**src/rtl/serial_word_collector_pkg.sv**
```systemverilog
`default_nettype none
// ============================================================================
// Module      : serial_word_collector_pkg
// Description : Shared constants and state type for the serial word collector.
// Revision    : 1.0 - initial release
// ============================================================================
package serial_word_collector_pkg;

    // Word geometry of the bit-serial link
    localparam int WORD_W   = 16;
    localparam int IDX_W    = 4;
    localparam int LAST_IDX = WORD_W - 1;

    // Collector states: IDLE = no partial word, ACCUM = partial word held
    typedef enum logic [0:0] {
        IDLE  = 1'b0,
        ACCUM = 1'b1
    } state_t;

endpackage : serial_word_collector_pkg
`default_nettype wire

```
**src/rtl/serial_word_collector_hold_reg.sv**
```systemverilog
`default_nettype none
// ============================================================================
// Module      : serial_word_collector_hold_reg
// Description : Valid/ready output register for completed words. A new word
//               loads when the register is empty or is being drained in the
//               same cycle; otherwise it is dropped and overrun is flagged.
// Revision    : 1.0 - initial release
// ============================================================================
module serial_word_collector_hold_reg
    import serial_word_collector_pkg::*;
#(
    parameter int WIDTH = WORD_W
) (
    input  logic             clk,
    input  logic             rst,
    input  logic             load,
    input  logic [WIDTH-1:0] word,
    input  logic             out_ready,
    input  logic             clr_err,
    output logic [WIDTH-1:0] out_data,
    output logic             out_valid,
    output logic             overrun
);

    logic [WIDTH-1:0] r_data;
    logic             r_valid;
    logic             r_overrun;

    // Holding register with handshake; a set of overrun wins over clr_err
    always_ff @(posedge clk) begin
        if (!rst) begin
            r_data    <= '0;
            r_valid   <= 1'b0;
            r_overrun <= 1'b0;
        end else begin
            if (clr_err) begin
                r_overrun <= 1'b0;
            end
            if (load) begin
                if (!r_valid || out_ready) begin
                    r_data  <= word;
                    r_valid <= 1'b1;
                end else begin
                    r_overrun <= 1'b1;
                end
            end else if (r_valid && out_ready) begin
                r_valid <= 1'b0;
            end
        end
    end

    assign out_data  = r_data;
    assign out_valid = r_valid;
    assign overrun   = r_overrun;

endmodule : serial_word_collector_hold_reg
`default_nettype wire

```
**src/rtl/serial_word_collector.sv**
```systemverilog
`default_nettype none
// ============================================================================
// Module      : serial_word_collector
// Description : Receive end of the bit-serial word link. Accumulates bits
//               LSB first into a word, hands completed words to a valid/ready
//               output register and flags framing errors and overruns.
// Revision    : 1.0 - initial release
// ============================================================================
module serial_word_collector
    import serial_word_collector_pkg::*;
#(
    parameter int WIDTH = WORD_W,
    parameter int IDX_W = serial_word_collector_pkg::IDX_W
) (
    input  logic             clk,
    input  logic             rst,
    input  logic             sin,
    input  logic             sin_valid,
    input  logic             sof,
    input  logic             out_ready,
    input  logic             clr_err,
    output logic [WIDTH-1:0] out_data,
    output logic             out_valid,
    output logic             busy,
    output logic [IDX_W-1:0] idx,
    output logic             overrun,
    output logic             frame_err
);

    localparam logic [IDX_W-1:0] C_LAST = IDX_W'(WIDTH - 1);
    localparam logic [IDX_W-1:0] C_ONE  = IDX_W'(1);

    // The top bit of a word never sits in the accumulator: it arrives with
    // the completing bit and goes straight to the output register.
    logic [WIDTH-2:0] r_acc;
    logic [IDX_W-1:0] r_idx;
    state_t           r_state;
    logic             r_frame_err;

    logic             w_word_done;
    logic [WIDTH-1:0] w_word;

    assign w_word_done = rst && sin_valid && !sof && (r_idx == C_LAST);
    assign w_word      = {sin, r_acc};

    // Bit accumulator, index counter, collector FSM and framing-error flag
    always_ff @(posedge clk) begin
        if (!rst) begin
            r_acc       <= '0;
            r_idx       <= '0;
            r_state     <= IDLE;
            r_frame_err <= 1'b0;
        end else begin
            if (clr_err) begin
                r_frame_err <= 1'b0;
            end
            if (sin_valid) begin
                if (sof) begin
                    // A start of frame mid-word discards the partial word
                    if (r_state == ACCUM) begin
                        r_frame_err <= 1'b1;
                    end
                    r_acc   <= {{(WIDTH-2){1'b0}}, sin};
                    r_idx   <= C_ONE;
                    r_state <= ACCUM;
                end else if (r_idx == C_LAST) begin
                    r_acc   <= '0;
                    r_idx   <= '0;
                    r_state <= IDLE;
                end else begin
                    r_acc[r_idx] <= sin;
                    r_idx        <= r_idx + C_ONE;
                    r_state      <= ACCUM;
                end
            end
        end
    end

    serial_word_collector_hold_reg #(
        .WIDTH (WIDTH)
    ) u_hold_reg (
        .clk       (clk),
        .rst       (rst),
        .load      (w_word_done),
        .word      (w_word),
        .out_ready (out_ready),
        .clr_err   (clr_err),
        .out_data  (out_data),
        .out_valid (out_valid),
        .overrun   (overrun)
    );

    assign busy      = (r_state == ACCUM);
    assign idx       = r_idx;
    assign frame_err = r_frame_err;

endmodule : serial_word_collector
`default_nettype wire

```
**config.mk**
```make
export PLATFORM = sky130hd
export DESIGN_NAME = serial_word_collector
export DESIGN_NICKNAME = d
export VERILOG_FILES = /design/src/rtl/serial_word_collector_pkg.sv /design/src/rtl/serial_word_collector_hold_reg.sv /design/src/rtl/serial_word_collector.sv
export SDC_FILE = /design/constraint.sdc
export NUM_CORES = 1
export LEC_CHECK = 0
export CAP_MARGIN = 5
export CORE_MARGIN = 10
export CORE_UTILIZATION = 45
export DETAILED_ROUTE_END_ITERATION = 10
export PLACE_DENSITY = 0.78
export SETUP_SLACK_MARGIN = 0.3
export SYNTH_ARGS = -nofsm -noshare
export SYNTH_HDL_FRONTEND = slang
export SYNTH_HIERARCHICAL = 1
export SYNTH_SLANG_ARGS = --single-unit
```
**constraint.sdc**
```tcl
create_clock -name clk -period 2.13 [get_ports clk]
set_input_delay 0.426 -clock clk [delete_from_list [all_inputs] [get_ports clk]]
set_output_delay 0.426 -clock clk [all_outputs]
set_load 0.01 [all_outputs]
```
==> flow_metrics.tcl <==
set metrics [dict create \
    synth_warnings 6 \
    worst-r2r-cell-count 6 \
    crit_buf_inv 1 \
    setup-tns-final_ps 0 \
    multi_input_area_um2 948 \
    crit_path_end_kind "output pin" \
    drv_slew 0 \
    htree_levels 2 \
    ys_seq_area_frac 0.429 \
    drt_iter0_drc 58 \
    fin_skew_ps 4.99 \
    design_area_mm2 0.00235 \
    track_usage 0.111 \
    critical_path.max_fanout 7 \
    drive_gt1_frac 0.133 \
    critPathLaunch "idx[0]$_SDFFE_PN0P_" \
    crit_cells 1 \
    synth_nets 214 \
    vias 1473 \
    hold_viol_final 0 \
    cap_violations 0 \
    nNetsFinal 250 \
    grt_pass1_wl_um 6690 \
    synth_area_mm2 0.00182 \
    regArea_um2 783 \
    rows 23 \
    antenna_found_initial 0 \
    cts-root-buf "clkbuf_8" \
    whs_ps 456 \
    fillers 347 \
    critPathKind "flop to output pin" \
    crit_path_top_delay_cell "clkdlybuf4s50_1" \
    first_pass_iters 4 \
    avgSynthCellArea_um2 8.96 \
    wl_um 3960 \
    io_buffer_count 30 \
    syn2layout_area_growth_pct 29.3 \
    finalNonFillerCells 290 \
    synth_top_area_share 0.429 \
    synth_cell_types 39 \
    die_h_um 83.6 \
    critPathCapture "idx[0]" \
    synth-edff-count 0 \
    rsz0062_at_grt "false" \
    hp-class "flop to flop" \
    netlist_top_cells_count "nand2_1 (49), dfxtp_1 (39), mux2i_1 (18), buf_2 (10)" \
    yosysMostFrequentCell "nand2_1" \
    worstSetupStartpointType "flop" \
    ant_nets 0 \
    reg2reg_to "u_hold_reg/out_data[10]$_SDFFE_PN0P_" \
    cts_sinks 39 \
    leakagePower_nw 0.775 \
    path_clk_slew_ps 70 \
    path_cells "clkdlybuf4s50_1" \
    status "finished clean" \
    drc 0 \
    netlist_instances 203 \
    die_w_um 83.6 \
    cp.required_ps 1700 \
    reg2reg_from "idx[0]$_SDFFE_PN0P_" \
    place_area_mm2 0.00220 \
    gp_congestion 0.782 \
    grt_pass1_vias 1435 \
    slew_headroom 0.688 \
    clockBufferDepth 2 \
    antenna_cells 0 \
    synthTopCellsByArea "dfxtp_1 (43%), nand2_1 (10%), mux2i_1 (9.9%), nand4b_1 (3.4%), o22ai_1 (3.1%)" \
    setup_viol 0 \
    dpl.cell_count 280 \
    cp_top_family "buffers and inverters" \
    async_reset_ff_frac 0 \
    cts_tree "yes" \
    synthFlopType "dfxtp_1" \
    dieArea_mm2 0.00699 \
    fmax_mhz 590 \
    synth_largest_area_cell "dfxtp_1" \
    initial_core_util 0.461 \
    postCtsHoldBufs 0 \
    powerDensity_mw_per_mm2 633 \
    synth-seq-cells 39 \
    final_util 0.597 \
    ir_drop_mv 0.305 \
    worst-r2r-setup-slack_ps 530 \
    core_area_mm2 0.00394 \
    numCtsBuffers 5 \
    clock_latency_ps 290 \
    worst_pin_slew_ps 468 \
    grt_overflow 0 \
    period_needed_ps 1690 \
    pin_count 31 \
    post_drt_via_cell_ratio 5.08 \
    cpPeakStageDelay_ps 570 \
    dpl.hpwl_um 2780 \
    grt_max_degree 29 \
    wire_per_inst_um 13.6 \
    critPathArrivalTime_ps 1270 \
    period_share 0.795 \
]
==> layout by cell type (no fill, tap or decap), types with 2 or more instances in the layout <==
| cell | Yosys | layout |
|---|---|---|
| a21oi_1 | 9 | 9 |
| mux2i_1 | 18 | 18 |
| o22ai_1 | 9 | 9 |
| nand3_1 | 3 | 2 |
| and3b_1 | 2 | 2 |
| o211ai_1 | 4 | 4 |
| clkbuf_8 | 0 | 6 |
| nand4bb_1 | 3 | 3 |
| nor2b_1 | 4 | 4 |
| nor2_1 | 5 | 5 |
| inv_1 | 5 | 5 |
| nand4b_1 | 7 | 7 |
| buf_4 | 2 | 13 |
| a31oi_1 | 3 | 3 |
| clkdlybuf4s50_1 | 0 | 30 |
| o21ai_0 | 4 | 4 |
| dfxtp_1 | 39 | 37 |
| nand4_1 | 3 | 3 |
| dfxtp_2 | 0 | 2 |
| ha_1 | 4 | 3 |
| nand2_1 | 49 | 49 |
==> power breakdown <==
part | switching, W | internal, W
Combinational | 0.0000637 | 0.0000479
Sequential | 0.00000782 | 0.000735
Clock | 0.000255 | 0.000379
Total | 0.000327 | 0.00116
==> logic make-up (layout without fill, tap and decap cells) <==
logic type / after synthesis / count (layout) / synth area share
flops: 39 / 39 / 0.429
fa+ha+maj: 4 / 4 / 0.0275
simple gates: 84 / 84 / 0.243
mux: 19 / 19 / 0.105
xor+xnor: 1 / 1 / 0.00482
buf+inv: 21 / 58 / 0.0674
compound gates: 35 / 35 / 0.122
==> worst min path at each step <==
stage,from,endpoint,slack (ps),cells after the start
5_1_grt,u_hold_reg/out_data[12]$_SDFFE_PN0P_,u_hold_reg/out_data[12]$_SDFFE_PN0P_,480,2
6_report,u_hold_reg/out_data[8]$_SDFFE_PN0P_,u_hold_reg/out_data[8]$_SDFFE_PN0P_,460,2
3_3_place_gp,u_hold_reg/out_data[12]$_SDFFE_PN0P_,u_hold_reg/out_data[12]$_SDFFE_PN0P_,440,2
4_1_cts,u_hold_reg/out_data[8]$_SDFFE_PN0P_,u_hold_reg/out_data[8]$_SDFFE_PN0P_,460,2
2_1_floorplan,r_acc[11]$_SDFFE_PN0P_,u_hold_reg/out_data[11]$_SDFFE_PN0P_,430,2
3_5_place_dp,u_hold_reg/out_data[1]$_SDFFE_PN0P_,u_hold_reg/out_data[1]$_SDFFE_PN0P_,450,2
==> stage by stage <==
step	power, W	worst slack (ps)
5_1_grt	0.00153	340
6_report	0.00149	436
4_1_cts	0.00150	365
3_5_place_dp	0.000867	85.7
3_3_place_gp	0.000866	171
2_1_floorplan	0.000820	325
==> final cells by class <==
| class | count | share of cell area |
|---|---|---|
| Timing Repair Buffer | 44 | 0.178 |
| Tap cell | 50 | 0.0266 |
| Clock buffer | 6 | 0.0351 |
| Sequential cell | 39 | 0.333 |
| Multi-Input combinational cell | 143 | 0.403 |
| Clock inverter | 2 | 0.0149 |
| Inverter | 6 | 0.00957 |
==> registers in the layout, summed over array words and instances, names as in the netlist <==
signal / count
u_hold_reg/out_data: 16
u_hold_reg/out_valid: 1
r_acc: 15
idx: 4
u_hold_reg/overrun: 1
frame_err: 1
busy: 1
==> routing by layer <==
layer / global-route usage / share of wire / vias to the layer above
li1: - / - / 780
met1: 0.134 / 0.46 / 649
met2: 0.170 / 0.45 / 39
met3: 0.0459 / 0.072 / 5
met4: 0.0457 / 0.015 / 0
met5: 0 / 0 / -
==> what timing repair did <==
action	CTS	global route
setup endpoints to repair	16	16
gates resized for setup	2	1
setup buffers	0	2
pin swaps	0	1
Power figures use the tool's default switching activity.
